$ cat config.mk
export PLATFORM = sky130hd
export DESIGN_NAME = led_mode_ctrl
export DESIGN_NICKNAME = d
export VERILOG_FILES = /design/src/rtl/led_mode_ctrl_pkg.sv /design/src/rtl/led_mode_ctrl_key_filter.sv /design/src/rtl/led_mode_ctrl.sv
export SDC_FILE = /design/constraint.sdc
export NUM_CORES = 1
export LEC_CHECK = 0
export ABC_AREA = 1
export CORE_MARGIN = 4
export CORE_UTILIZATION = 45
export CTS_CLUSTER_SIZE = 8
export DETAILED_ROUTE_END_ITERATION = 10
export GPL_ROUTABILITY_DRIVEN = 0
export GPL_TIMING_DRIVEN = 0
export HOLD_SLACK_MARGIN = 0.03
export SLEW_MARGIN = 25
export SYNTH_ARGS = -nofsm -noshare
export SYNTH_HDL_FRONTEND = slang
export SYNTH_SLANG_ARGS = --single-unit
$ cat constraint.sdc
create_clock -name sys_clk -period 4.6 [get_ports sys_clk]
set_input_delay 1.38 -clock sys_clk [delete_from_list [all_inputs] [get_ports sys_clk]]
set_output_delay 1.38 -clock sys_clk [all_outputs]
set_load 0.02 [all_outputs]
$ cat src/rtl/led_mode_ctrl_pkg.sv
// Shared definitions for the LED mode controller: mode encodings,
// speed divisor table and the LED pattern constants.
package led_mode_ctrl_pkg;

  typedef enum logic [1:0] {
    MODE_RUN    = 2'd0,
    MODE_BOUNCE = 2'd1,
    MODE_BLINK  = 2'd2,
    MODE_OFF    = 2'd3
  } mode_e;

  // Number of extra base ticks between steps for speed 0 / 1 / 2
  localparam logic [1:0] SPEED_DIV [3] = '{2'd3, 2'd1, 2'd0};

  localparam logic [3:0] PAT_FIRST = 4'b0001;
  localparam logic [3:0] PAT_LAST  = 4'b1000;
  localparam logic [3:0] PAT_ALL   = 4'b1111;
  localparam logic [3:0] PAT_NONE  = 4'b0000;

  // Divisor for a speed level; level 3 is never produced, treat it as fastest
  function automatic logic [1:0] speed_div(input logic [1:0] level);
    logic [1:0] result;
    result = 2'd0;
    if (level < 2'd3) result = SPEED_DIV[level];
    return result;
  endfunction

  // Pattern loaded when a mode is entered
  function automatic logic [3:0] mode_load_pattern(input mode_e m);
    logic [3:0] result;
    case (m)
      MODE_RUN, MODE_BOUNCE: result = PAT_FIRST;
      MODE_BLINK:            result = PAT_ALL;
      default:               result = PAT_NONE;
    endcase
    return result;
  endfunction

endpackage

$ cat src/rtl/led_mode_ctrl_key_filter.sv
// Key conditioning: two-flop synchronizer followed by a saturating
// debounce counter that emits exactly one pulse per press.
module key_filter #(
  parameter logic [19:0] DEB_MAX = 20'd999_999
) (
  input  logic sys_clk,
  input  logic sys_rst_n,
  input  logic key_in,
  output logic key_flag
);

  // One extra bit so the saturation value DEB_MAX+1 always fits
  localparam logic [20:0] DEB_LAST = {1'b0, DEB_MAX};
  localparam logic [20:0] DEB_TOP  = DEB_LAST + 21'd1;

  logic        sync_meta;
  logic        key_sync;
  logic [20:0] deb_cnt;

  // Bring the raw key into the clock domain; idle level is released (1)
  always_ff @(posedge sys_clk or negedge sys_rst_n) begin
    if (!sys_rst_n) begin
      sync_meta <= 1'b1;
      key_sync  <= 1'b1;
    end else begin
      sync_meta <= key_in;
      key_sync  <= sync_meta;
    end
  end

  // Count consecutive low cycles, clearing on any high and holding at the top
  always_ff @(posedge sys_clk or negedge sys_rst_n) begin
    if (!sys_rst_n) begin
      deb_cnt <= '0;
    end else if (key_sync) begin
      deb_cnt <= '0;
    end else if (deb_cnt != DEB_TOP) begin
      deb_cnt <= deb_cnt + 21'd1;
    end
  end

  // Pulse for the single cycle in which the counter lands on its top value
  always_ff @(posedge sys_clk or negedge sys_rst_n) begin
    if (!sys_rst_n) begin
      key_flag <= 1'b0;
    end else begin
      key_flag <= !key_sync && (deb_cnt == DEB_LAST);
    end
  end

endmodule

$ cat src/rtl/led_mode_ctrl.sv
// Four-LED pattern controller with a mode key (RUN/BOUNCE/BLINK/OFF)
// and a speed key selecting one step per 4, 2 or 1 base ticks.
module led_mode_ctrl
  import led_mode_ctrl_pkg::*;
#(
  parameter logic [24:0] CNT_MAX = 25'd24_999_999,
  parameter logic [19:0] DEB_MAX = 20'd999_999
) (
  input  logic       sys_clk,
  input  logic       sys_rst_n,
  input  logic       key_mode,
  input  logic       key_speed,
  output logic [3:0] led_out,
  output logic [1:0] mode,
  output logic [1:0] speed
);

  logic        mode_flag;
  logic        speed_flag;
  mode_e       mode_state;
  mode_e       mode_next;
  logic [1:0]  speed_reg;
  logic [24:0] cnt;
  logic        base_tick;
  logic [1:0]  step_cnt;
  logic [1:0]  div;
  logic        step;
  logic [3:0]  pattern;
  logic [3:0]  pattern_next;
  logic        dir;
  logic        dir_next;

  key_filter #(.DEB_MAX(DEB_MAX)) u_mode_key (
    .sys_clk   (sys_clk),
    .sys_rst_n (sys_rst_n),
    .key_in    (key_mode),
    .key_flag  (mode_flag)
  );

  key_filter #(.DEB_MAX(DEB_MAX)) u_speed_key (
    .sys_clk   (sys_clk),
    .sys_rst_n (sys_rst_n),
    .key_in    (key_speed),
    .key_flag  (speed_flag)
  );

  // Mode state register
  always_ff @(posedge sys_clk or negedge sys_rst_n) begin
    if (!sys_rst_n) mode_state <= MODE_RUN;
    else            mode_state <= mode_next;
  end

  // Next mode: advance cyclically on each mode press
  always_comb begin
    mode_next = mode_state;
    if (mode_flag) mode_next = mode_e'(2'(mode_state + 2'd1));
  end

  // Outputs: LEDs are active-low copies of the pattern register
  always_comb begin
    mode    = mode_state;
    speed   = speed_reg;
    led_out = ~pattern;
  end

  // Speed level cycles 0 -> 1 -> 2 -> 0 on each speed press
  always_ff @(posedge sys_clk or negedge sys_rst_n) begin
    if (!sys_rst_n) begin
      speed_reg <= 2'd0;
    end else if (speed_flag) begin
      speed_reg <= (speed_reg >= 2'd2) ? 2'd0 : speed_reg + 2'd1;
    end
  end

  // Base tick prescaler; a mode change restarts the timebase
  always_ff @(posedge sys_clk or negedge sys_rst_n) begin
    if (!sys_rst_n) begin
      cnt <= '0;
    end else if (mode_flag || cnt == CNT_MAX) begin
      cnt <= '0;
    end else begin
      cnt <= cnt + 25'd1;
    end
  end

  // Step generation: a step fires on the base tick where step_cnt has reached div
  always_comb begin
    base_tick = (cnt == CNT_MAX);
    div       = speed_div(speed_reg);
    step      = base_tick && (step_cnt == div);
  end

  // Step divider; either key press restarts the step interval
  always_ff @(posedge sys_clk or negedge sys_rst_n) begin
    if (!sys_rst_n) begin
      step_cnt <= 2'd0;
    end else if (mode_flag || speed_flag) begin
      step_cnt <= 2'd0;
    end else if (base_tick) begin
      step_cnt <= step ? 2'd0 : step_cnt + 2'd1;
    end
  end

  // Pattern update: a press reloads or discards the step, otherwise animate by mode
  always_comb begin
    pattern_next = pattern;
    dir_next     = dir;
    if (mode_flag) begin
      pattern_next = mode_load_pattern(mode_next);
      dir_next     = 1'b0;
    end else if (step && !speed_flag) begin
      case (mode_state)
        MODE_RUN: begin
          pattern_next = {pattern[2:0], pattern[3]};
        end
        MODE_BOUNCE: begin
          if (!dir) begin
            if (pattern == PAT_LAST) begin
              dir_next     = 1'b1;
              pattern_next = pattern >> 1;
            end else begin
              pattern_next = pattern << 1;
            end
          end else begin
            if (pattern == PAT_FIRST) begin
              dir_next     = 1'b0;
              pattern_next = pattern << 1;
            end else begin
              pattern_next = pattern >> 1;
            end
          end
        end
        MODE_BLINK: begin
          pattern_next = (pattern == PAT_ALL) ? PAT_NONE : PAT_ALL;
        end
        default: begin
          pattern_next = pattern;
        end
      endcase
    end
  end

  // Pattern and bounce direction registers
  always_ff @(posedge sys_clk or negedge sys_rst_n) begin
    if (!sys_rst_n) begin
      pattern <= PAT_FIRST;
      dir     <= 1'b0;
    end else begin
      pattern <= pattern_next;
      dir     <= dir_next;
    end
  end

endmodule

==> results.ini, run 1 <==
[global_route]
grt_max_degree = 56
grt_first_pass_wirelength_um = 17800
grt_overflow = 0
grt_pass1_vias = 3968
antenna_found_initial = 0
grt_usage_pct = 18.4

[sta]
max_freq_mhz = 339
setup_ws_ps = 1650
slew_violations = 0
hold_viol_final = 0
tightestPinTransition_ps = 468
fin_skew_ps = 9.50
holdWs_ps = 358
period_minus_slack_ps = 2950
period_share_pct = 64.2
slew_headroom_pct = 68.8
finalSetupViolations = 0
rsz0062_at_grt = false

[clock_tree]
cts_setup_buffers = 0
clk_latency_ps = 370
clk_pin_slew_ps = 90
cts_num_sinks = 84
clockRootBuffer = clkbuf_8
clockBufferDepth = 2
htree_levels = 3
cts_made_buffers = 9
cts_resized = 0
hold_buffers = 0
cts_tree = yes

[run]
maxCapViolCount = 0

[die]
dieArea_um2 = 12200
num_io_pins = 12
rows = 37
die_h_um = 110
initial_utilization_pct = 46.0
die_x_um = 110
coreArea_um2 = 10200

[synthesis]
syn_nets = 654
synth.avg_cell_area_um2 = 7.33
synth_most_common_cell = nand2_1
seq_area_frac_synth_pct = 44.8
syn-cell-area_um2 = 4700
synth_common_cells = nand2_1, nor2_1, inv_1, dfrtp_1, nand3_1
yosysTopAreaCellShare_pct = 42.0
synth_cell_types = 32
synth_top_area_cell = dfrtp_1
ys_warn_count = 0
ys_ff_latch = 84
yosys-top-cells-area = dfrtp_1, nand2_1, nor2_1
synth-main-ff-cell = dfrtp_1
synth-edff-count = 0
ys_async_sr_fraction_pct = 100
syn_inst = 642

[layout]
largest_reg_flops = 25
fin_util_pct = 51.0
antennaDiodeCount = 0
top_register = cnt
nNetsFinal = 677
final_layout_size_suffix_gt1_share_pct = 5.07
top_regs = cnt: 25 flops, u_mode_key.deb_cnt: 21 flops, u_speed_key.deb_cnt: 21 flops
syn2layout_area_growth_pct = 10.9

[route]
ant_nets = 0
routed_wl_um = 9890
viasPerCell = 5.03
wl_per_cell_um = 12.3
drc = 0
drt_pass1_iterations = 4
num_vias = 4053
drt_iter0_markers = 226

[critical_path]
critPathKind = flip-flop to output pin
worst-path-max-fanout = 4
r2r_cells = 12
cp.required_ps = 3220
crit_arrival_ps = 1570
cp-end-kind = output pin
crit_start = pattern[3]$_DFFE_PN0P_
r2r_slack_ps = 2740
cp-start-kind = flip-flop
r2r-end = pattern[1]$_DFFE_PN0P_
r2r_start = cnt[0]$_DFF_PN0_

[placement]
place_ws_ps = 2060
place_hpwl_um = 7360
io_buffers = 11

[power]
p_leak_nw = 2.32
power_density_nw_per_um2 = 257
vdd_drop_max_mv = 0.156

[worst_hold_path]
hold_path.class = flip-flop to flip-flop
min_from = u_mode_key.sync_meta$_DFF_PN1_
holdPathEnd = u_mode_key.key_sync$_DFF_PN1_
min_path_cells = 0

[status]
outcome = completed

## routing by layer
layer / up-vias / GRT usage [%] / share of wire (%)
met5: - / 0 / 0
met4: 0 / 7.92 / 2.9
met3: 26 / 3.96 / 3.2
met2: 69 / 28.6 / 44
met1: 1861 / 24.9 / 50
li1: 2097 / - / -
## how the worst max path moves through the flow
stage	to	slack (ps)	cells after the start
after global placement	u_speed_key.deb_cnt[5]$_DFFE_PN0P_	-1020	1
final	led_out[3]	1650	2
after global routing	led_out[3]	1550	2
after CTS	led_out[3]	1640	2
after floorplan	led_out[0]	2580	1
after detailed placement	led_out[3]	2060	2
## report_power, final
part           internal, mW  switching, mW
combinational        0.0134         0.0302
clock                 0.268          0.275
sequential            0.745        0.00561
## worst max-delay path, stage by stage, from the launching register on
cell             delay, ps
dfrtp_1                420
inv_1                  150
clkdlybuf4s50_1        630
## through the flow
step | TNS (ps) | cells | area [um^2] | total power, mW
after global routing | 0 | 806 | 5210 | 1.40
after CTS | 0 | 806 | 5210 | 1.36
after floorplan | 0 | 642 | 4700 | 0.783
final | 0 | 806 | 5210 | 1.34
after global placement | -79830 | 789 | 4980 | 0.807
after detailed placement | 0 | 790 | 5010 | 0.811
## layout make-up
cell class | instances | area, um^2
fill | 998 | 5020
multi-input combinational | 465 | 2230
sequential | 84 | 2110
inverter | 86 | 323
tap | 136 | 170
clock buffer | 11 | 141
timing repair buffer | 12 | 139
clock inverter | 5 | 60.1
buffer | 7 | 41.3
## logic make-up (layout without fill, tap and decap cells)
kind of cell / after synthesis / in the layout / synth area share (%)
AOI/OAI and AO/OA: 60 / 60 / 6.68
xor gates and xnor gates: 25 / 25 / 4.66
adders and majority gates: 8 / 8 / 2.13
buffers and inverters: 93 / 121 / 7.74
DFF: 84 / 84 / 44.8
and+or+nand+nor: 372 / 372 / 34.0
## layout by cell type, fill, tap and decap left out, types with 2 or more instances in the layout
cell type	count
clkbuf_8	10
and3_1	2
dfstp_2	5
clkbuf_1	5
clkdlybuf4s50_1	10
buf_6	2
nand4_1	25
inv_1	84
nor3_1	28
nand3b_1	2
ha_1	8
dfrtp_1	79
a21oi_1	31
nor3_2	2
a211oi_1	2
nand3_1	36
xor2_1	16
nor2_1	115
o21ai_0	22
xnor2_1	9
nor3b_1	3
nand2_1	152
nor2_2	4
buf_4	2
Power figures use the tool's default switching activity.
==> run 2: changes to the inputs <==
==> constraint.sdc (replaced) <==
create_clock -name sys_clk -period 3 [get_ports sys_clk]
set_input_delay 0.9 -clock sys_clk [delete_from_list [all_inputs] [get_ports sys_clk]]
set_output_delay 0.9 -clock sys_clk [all_outputs]
set_load 0.02 [all_outputs]
==> results of run 2 <==
Same layout as run 1 (identical final DEF). Status: completed.
Main changes from that run: setup slack after placement 2060 ps -> 936 ps; setup slack after layout 1650 ps -> 527 ps; register-to-register setup slack 2740 ps -> 1140 ps; total power 1.34 mW -> 2.05 mW; worst IR drop on VDD 0.156 mV -> 0.240 mV
